### src/rtl/max7219_driver.sv
// MAX7219 3-wire serial back-end: sends the init sequence after reset, then
// streams all 8 Code-B digit registers whenever an update is requested.
module max7219_driver #(
  parameter int         CLK_DIV   = 4,
  parameter logic [3:0] INTENSITY = 4'h8
) (
  input  logic        clock,
  input  logic        reset,
  input  logic [31:0] digits_in,
  input  logic        update,
  output logic        busy,
  output logic        max_sck,
  output logic        max_cs,
  output logic        max_din
);

  typedef enum logic [1:0] {INIT = 2'd0, IDLE = 2'd1, FRAME = 2'd2} state_e;

  localparam int              DIV_W    = (CLK_DIV > 1) ? $clog2(CLK_DIV) : 1;
  localparam logic [DIV_W-1:0] DIV_LAST = DIV_W'(CLK_DIV - 1);
  localparam logic [5:0]      PH_LAST  = 6'd33;

  state_e             state_q, state_d;
  logic [2:0]         word_q, word_d;
  logic [5:0]         phase_q, phase_d;
  logic [DIV_W-1:0]   div_q, div_d;
  logic               pending_q, pending_d;
  logic               busy_q, busy_d;
  logic               sck_q, sck_d;
  logic               cs_q, cs_d;
  logic               din_q, din_d;
  logic [31:0]        shadow_q, shadow_d;
  logic [31:0]        nxt_q, nxt_d;
  logic               last_pos;

  function automatic logic [15:0] word_val(input state_e st, input logic [2:0] idx,
                                           input logic [31:0] shadow);
    logic [15:0] w;
    w = 16'h0000;
    if (st == INIT) begin
      case (idx)
        3'd0:    w = 16'h0C01;
        3'd1:    w = 16'h0F00;
        3'd2:    w = 16'h0B07;
        3'd3:    w = 16'h09FF;
        3'd4:    w = {8'h0A, 4'h0, INTENSITY};
        default: w = 16'h0000;
      endcase
    end else begin
      w = {4'h0, {1'b0, idx} + 4'd1, 4'h0, shadow[{idx, 2'b00} +: 4]};
    end
    return w;
  endfunction

  // Phase 0: cs low/sck low; odd phases up to 31: sck high; 32: trailing low; 33: cs-high gap.
  function automatic logic [2:0] pins(input state_e st, input logic [2:0] idx,
                                      input logic [5:0] phase, input logic [31:0] shadow);
    logic [15:0] w;
    logic [3:0]  bitn;
    if (st == IDLE || phase == PH_LAST) return 3'b010;
    w    = word_val(st, idx, shadow);
    bitn = (phase >= 6'd32) ? 4'd0 : 4'd15 - phase[4:1];
    return {phase[0], 1'b0, w[bitn]};
  endfunction

  always_comb begin
    state_d   = state_q;
    word_d    = word_q;
    phase_d   = phase_q;
    div_d     = div_q;
    pending_d = pending_q;
    shadow_d  = shadow_q;
    nxt_d     = nxt_q;
    last_pos  = (phase_q == PH_LAST) && (div_q == DIV_LAST);

    // Counters park at the last position of word 7 while idle, so one step starts a word.
    if (state_q != IDLE || update) begin
      if (div_q == DIV_LAST) begin
        div_d = '0;
        if (phase_q == PH_LAST) begin
          phase_d = 6'd0;
          word_d  = word_q + 3'd1;
        end else begin
          phase_d = phase_q + 6'd1;
        end
      end else begin
        div_d = div_q + DIV_W'(1);
      end
    end

    case (state_q)
      IDLE: begin
        if (update) begin
          state_d  = FRAME;
          shadow_d = digits_in;
        end
      end
      INIT, FRAME: begin
        if (update) begin
          pending_d = 1'b1;
          nxt_d     = digits_in;
        end
        if (last_pos && word_q == ((state_q == INIT) ? 3'd4 : 3'd7)) begin
          if (pending_q || update) begin
            state_d   = FRAME;
            word_d    = 3'd0;
            pending_d = 1'b0;
            shadow_d  = update ? digits_in : nxt_q;
          end else begin
            state_d = IDLE;
            word_d  = 3'd7;
            phase_d = PH_LAST;
            div_d   = DIV_LAST;
          end
        end
      end
      default: state_d = INIT;
    endcase

    busy_d = (state_d != IDLE);
    {sck_d, cs_d, din_d} = pins(state_d, word_d, phase_d, shadow_d);
  end

  always_ff @(posedge clock or posedge reset) begin
    if (reset) begin
      state_q   <= INIT;
      word_q    <= 3'd7;
      phase_q   <= PH_LAST;
      div_q     <= DIV_LAST;
      pending_q <= 1'b0;
      busy_q    <= 1'b1;
      sck_q     <= 1'b0;
      cs_q      <= 1'b1;
      din_q     <= 1'b0;
    end else begin
      state_q   <= state_d;
      word_q    <= word_d;
      phase_q   <= phase_d;
      div_q     <= div_d;
      pending_q <= pending_d;
      busy_q    <= busy_d;
      sck_q     <= sck_d;
      cs_q      <= cs_d;
      din_q     <= din_d;
    end
  end

  always_ff @(posedge clock) begin
    shadow_q <= shadow_d;
    nxt_q    <= nxt_d;
  end

  assign busy    = busy_q;
  assign max_sck = sck_q;
  assign max_cs  = cs_q;
  assign max_din = din_q;

endmodule

### config.mk
export PLATFORM = sky130hd
export DESIGN_NAME = max7219_driver
export DESIGN_NICKNAME = d
export VERILOG_FILES = /design/src/rtl/max7219_driver.sv
export SDC_FILE = /design/constraint.sdc
export NUM_CORES = 1
export LEC_CHECK = 0
export ABC_AREA = 1
export BUFFER_PORTS_ARGS = -buffer_cell sky130_fd_sc_hd__buf_2
export CAP_MARGIN = 0
export CORE_ASPECT_RATIO = 0.6
export CORE_MARGIN = 2
export CORE_UTILIZATION = 50
export CTS_BUF_LIST = sky130_fd_sc_hd__clkbuf_8
export DETAILED_ROUTE_END_ITERATION = 16
export PLACE_DENSITY = 0.78
export SYNTH_ARGS = -nofsm -noshare
export SYNTH_HDL_FRONTEND = slang
export SYNTH_SLANG_ARGS = --single-unit
### constraint.sdc
create_clock -name clock -period 2.97 [get_ports clock]
set_input_delay 0.594 -clock clock [delete_from_list [all_inputs] [get_ports clock]]
set_output_delay 0.594 -clock clock [all_outputs]
set_load 0.005 [all_outputs]
# After elaboration in Yosys (flattened, before gate mapping)
# Index checks and enable logic that the tools add are counted.
# totals
ff_bits	82
inputBits	35
out_inout_bits	4
wordCells	80
# classes
add_sub_neg	5
n_lt_le_gt_ge	2
eq_ne	13
n_shift	1
mux	39
reduce_logical	9
# ops
cell	count
$mux W32	4
$pmux W32 S2	1
$pmux W12 S5	1
$mux W6	6
$mux W16	2
$shiftx A32 B6 Y4	1
$mux W3	8
$mux W2	9
$eq A6 B6 Y1 const B	2
$add A6 B1 Y6 const B	1
$eq A3 B2 Y1 const B	2
$ge A6 B6 Y1 const B	1
$lt A4 B5 Y1 const B	1
$mux W1	5
$add A3 B1 Y4 const B	1
$bmux W1 S4	1
$eq A2 B1 Y1 const B	2
$eq A2 B2 Y1 const B	2
$logic_not A2 Y1	2
$mux W4	1
$ne A2 B1 Y1 const B	2
$pmux W2 S2	1
$sub A4 B4 Y4 const A	1
$add A3 B1 Y3 const B	1
other kinds (8)	11

# Depth between registers and ports, before layout
# depth
ltp_word	14
depth_mapped	23
depth_no_buf	22

# Worst setup path before layout
# Ideal clock, no wire load.
# synth_timing
kind	register -> register
start	reg state_q[0]
end	reg din_q (netlist: max_din)
setup_ns	0.121
t_arrival_ns	2.552
required_ns	2.849
setup_slack_ns	0.297
path_stages_with_launch	14
path_buffers	1
synth_period_minus_slack_ns	2.673
path_cell_list	dfrtp_1 > inv_2 > clkbuf_1 > nand3_1 > nand3_1 > nand3_1 > nand2_1 > inv_1 > nand2_1 > nand2_1 > nand2_1 > nand3_1 > nand3_1 > a21oi_1
# synth_via
elab_chain_cells	13
elab_cells_between_ends	42
classes_between	add/sub (2); order compare (1); eq/ne (10); shift (1); mux (21); reduce/logical (7)
# synth_lines
item	line	source
start, declared	23	state_e state_q, state_d;
start signal, assigned	136	state_q <= state_d;
branches (longest 12 deep; another with $mux W32)	-	
$mux W3 *	61	w = word_val(st, idx, shadow);
via din_d	31	logic din_q, din_d;
end signal, assigned	144	din_q <= din_d;
end, declared	31	
# Mark *: on every way through the listed nets, which the timed path passes. The select of a mux whose other input is x is not followed.
# A chain may end at the register's enable or synchronous reset.

# Worst setup path after layout
# layout_timing
start	reg phase_q[0]
end	reg din_q (netlist: max_din)
# layout_via
elab_cells_between_ends	40
classes_between	add/sub (3); order compare (1); eq/ne (7); shift (1); mux (23); reduce/logical (5)
# layout_rtl
item	line	source
start, declared	25	logic [5:0] phase_q, phase_d;
start signal, assigned	138	phase_q <= phase_d;
$eq A6 B6 Y1 *	74	last_pos = (phase_q == PH_LAST) && (div_q == DIV_LAST);
$logic_and A1 B1 Y1 *	74	
$logic_and A1 B1 Y1 *	103	if (last_pos && word_q == ((state_q == INIT) ? 3'd4 : 3'd7)) begin
$mux W2 *	103	
$pmux W2 S2 *	91	case (state_q)
via state_d[1]	23	
$logic_not A2 Y1	40	if (st == INIT) begin
$mux W16	40	
$mux W16	61	
$bmux W1 S4	63	return {phase[0], 1'b0, w[bitn]};
$mux W1 (implied by the code)	63	
$mux W3 *	61	
via din_d	31	
# Mark *: on every way through the listed nets, which the timed path passes. The rest lies on a longest branch. The select of a mux whose other input is x is not followed.

==> metrics.md <==
| Metric | Value |
|---|---|
| Synth Net Count | `805` |
| Status | `finished, violations left` |
| Antenna Nets Post-Route | `0` |
| First-pass GRT wire length | `23,160 um` |
| Startpoint Class | `flop` |
| Fin nets | `846` |
| Die X | `135.2 um` |
| Core area | `9950 um2` |
| Number of global-route vias before repair | `4,811` |
| Failing checks | `DRC` |
| Vias post-DR | `5,168` |
| CP max-delay cell | `dfstp_2` |
| Reg2Reg Launch Point | `phase_q[0]$_DFF_PP1_` |
| P per Cell Area | `380.1 nW/um2` |
| Seq/Total Area, Yosys | `39.94%` |
| Multi-input gate area | `2570 um2` |
| Post-Route Setup TNS | `0 ns` |
| Post-Synthesis Cells | `765` |
| Commonest non-fill, non-tap cell in the layout | `nand2_1` |
| Total wire length | `14,160 um` |
| Reg2reg end | `max_din$_DFF_PP0_` |
| Max Fclk | `0.3549 GHz` |
| H-tree lvl count | `3` |
| LEAKAGE | `2.902 nW` |
| Comb power frac | `6.1%` |
| CTS tree | `built` |
| Top delay family on crit path | `simple AND/OR/NAND/NOR gates` |
| Worst-Margin Slew | `0.6956 ns` |
| Worst EP required | `3.26 ns` |
| Reg-to-reg slack, setup | `0.15 ns` |
| Vias per cell | `5.463` |
| Maximum clock insertion buffer count | `2` |
| DR iter-0 viols | `596` |
| Total Routing Usage GR | `26.42%` |
| Pre-antenna DRT Iters | `12` |
| Switching power | `0.5180 mW` |
| Die area | `11,190 um2` |
| Crit. End Element | `flop` |
| Crit Path Max Fanout | `13` |
| Share of post-route cells with drive strength above 1 | `15.29%` |
| DP HPWL | `9775 um` |
| Pint | `1.694 mW` |
| Sequential power share | `55.6%` |
| I/O Pins | `39` |
| Max stage delay on crit path | `0.55 ns` |
| Setup violators final | `0` |
| Gpl congestion | `0.9346` |
| Fin. Hold Viols | `0` |
| Sequential cell area | `2063 um2` |
| Grt total ovfl | `0` |
| WP depth | `20` |
| Ant diodes | `0` |
| Placed Area | `5498 um2` |
| Initial antenna violation count | `0` |
| Fin. max-slew vios | `0` |
| Top cell by count, worst path | `nand2_1` |
| Final non-filler cell area | `5821 um2` |
| Post-CTS Hold Buffers | `0` |
| Netlist cell types | `34` |
| Seq cells post-synth | `82` |
| Switch share | `23.42%` |
| Arrival time at the worst endpoint | `3.11 ns` |
| Port-buffer cells | `38` |
| Crit Path Class | `reg -> reg` |
| Routed length per instance | `14.97 um` |
| Slew HR | `53.58%` |
| Pin count of the biggest net entering global routing | `49` |
| WP buf/inv | `4` |
| Hold crit path type | `in -> async` |
| Synthesized area | `5166 um2` |
| Std-Cell Rows | `28` |
| Area Overhead vs Synth | `12.67%` |
| Setup crit end | `max_din$_DFF_PP0_` |
| CP cell instances | `ha_1, nand2_1, inv_1, nand3_4, nor2_4, buf_4, nand2_1, buf_4, nand3_1, nand3_2, nor2_4, buf_4, nand3_1, nand3_1, o21ai_1, nand2_1, nand3_1, nand2_1, nand2_1, a21oi_1` |
| Root buffer cell | `clkbuf_8` |
| Final routed DRC violation total | `1` |
| Initial core utilization | `51.92%` |
| Fill cell count | `953` |
| Setup Skew | `0.008475 ns` |
| Most frequent cells in the layout | `nand2_1, nand3_1, inv_1, o21ai_0, buf_2` |
| CTS clk-pin slew, worst paths | `0.08 ns` |
| Chip height | `82.74 um` |
| Worst-Skew Late Latency | `0.36 ns` |
| Fin crit share | `94.86%` |
| Syn Area/Cell | `6.753 um2` |
| Clock power frac | `38.3%` |
| Max Cap Viol | `0` |
| CTS Buf Count | `9` |
| # clock sinks | `82` |
| Critical Path Start | `phase_q[0]$_DFF_PP1_` |
| Cells on worst reg2reg path | `20` |
| Min cycle time layout | `2.817 ns` |
| Warnings from Yosys | `0` |
| Worst vdd ir | `0.2430 mV` |
sequential cells by signal (all words and copies together), names as in the netlist:
name,count
shadow_q,32
max_cs,1
nxt_q,32
max_sck,1
phase_q,6
state_q,2
busy,1
word_q,3
div_q,2
max_din,1
pending_q,1
per-stage QoR:
stage / instances / hold slack [ns] / worst slack [ns] / util [%] / power [mW]
after floorplan: 765 / 0.4907 / 0.2973 / - / 1.337
after global placement: 920 / 0.5089 / 0.2220 / 55.26 / 1.384
after detailed placement: 920 / 0.5290 / 0.1342 / 55.26 / 1.389
after CTS: 936 / 0.3523 / 0.09104 / 57.32 / 2.225
after global routing: 946 / 0.3769 / -0.05895 / 58.50 / 2.298
final: 946 / 0.3294 / 0.1526 / 58.50 / 2.212
logic make-up (layout without fill, tap and decap cells):
family,after synthesis,in the layout,synth area share [%]
AO/OA/AOI/OAI,70,70,7.242
XOR/XNOR,1,1,0.1696
AND/OR/NAND/NOR,467,467,40.47
flip-flops,82,82,39.94
buffers and inverters,140,186,10.97
adder cells (fa/ha/maj),5,5,1.211
area by class of cell:
class                           instances  area share (%)
Multi-Input combinational cell        543           44.15
Sequential cell                        82           35.45
Timing Repair Buffer                   63           6.986
Inverter                              107           6.986
Tap cell                              135           2.902
Clock buffer                           11           2.601
Clock inverter                          5          0.9243
layer usage:
metal	wire length, um	vias up	global-route usage (%)	part of all wire (%)
met5	0	-	0	0
met4	150	0	6.771	1.1
met3	1496	13	5.250	11
met2	6116	293	41.37	43
met1	6399	2329	37.75	45
li1	-	2533	-	-
repair_timing:
action / in CTS / in global routing
resized for setup: 0 / 10
endpoints found under the hold margin: 0 / 0
setup buffers: 0 / 10
setup endpoints to repair: 0 / 1
power groups by stage:
stage / clock network [mW] / logic [mW] / registers (mW)
finish: 0.847 / 0.135 / 1.23
global route: 0.905 / 0.156 / 1.24
CTS: 0.859 / 0.135 / 1.23
detailed placement: 0 / 0.134 / 1.26
global placement: 0 / 0.130 / 1.25
floorplan: 0 / 0.0845 / 1.25
how the worst min path moves through the flow:
stage | start | to | slack (ns) | depth (start not counted)
after floorplan | div_q[1]$_DFF_PP1_ | div_q[1]$_DFF_PP1_ | 0.49 | 2
after global placement | div_q[1]$_DFF_PP1_ | div_q[1]$_DFF_PP1_ | 0.51 | 2
after detailed placement | nxt_q[6]$_DFFE_PN_ | nxt_q[6]$_DFFE_PN_ | 0.53 | 2
after CTS | reset | phase_q[3]$_DFF_PP0_ | 0.35 | 2
after global routing | reset | state_q[0]$_DFF_PP0_ | 0.38 | 2
final | reset | phase_q[4]$_DFF_PP0_ | 0.33 | 2
synthesized netlist by cell type:
cell type / instances / area (um2)
nand2_1: 290 / 1089
nand3_1: 105 / 525.5
inv_1: 95 / 356.6
o21ai_0: 40 / 200.2
dfxtp_1: 32 / 640.6
edfxtp_1: 32 / 960.9
nor2_1: 30 / 112.6
buf_2: 21 / 105.1
nand4_1: 19 / 118.9
a21oi_1: 13 / 65.06
inv_2: 11 / 41.29
dfrtp_1: 9 / 225.2
dfstp_2: 9 / 236.5
o21ai_1: 8 / 40.04
clkbuf_1: 7 / 26.28
ha_1: 5 / 62.56
nand2_2: 5 / 31.28
nor2_4: 5 / 56.30
o211ai_1: 5 / 37.54
nand2_4: 4 / 45.04
nand3_4: 3 / 52.55
a31o_2: 2 / 17.52
buf_1: 2 / 7.510
buf_4: 2 / 15.01
nand3_2: 2 / 20.02
a22oi_1: 1 / 7.510
buf_6: 1 / 11.26
clkinv_1: 1 / 3.750
nand3b_1: 1 / 7.510
nand4_4: 1 / 21.27
nor2_2: 1 / 6.260
nor3_1: 1 / 5.000
o22ai_1: 1 / 6.260
xor2_1: 1 / 8.760
Note: power is estimated with default switching activity, not from simulation.
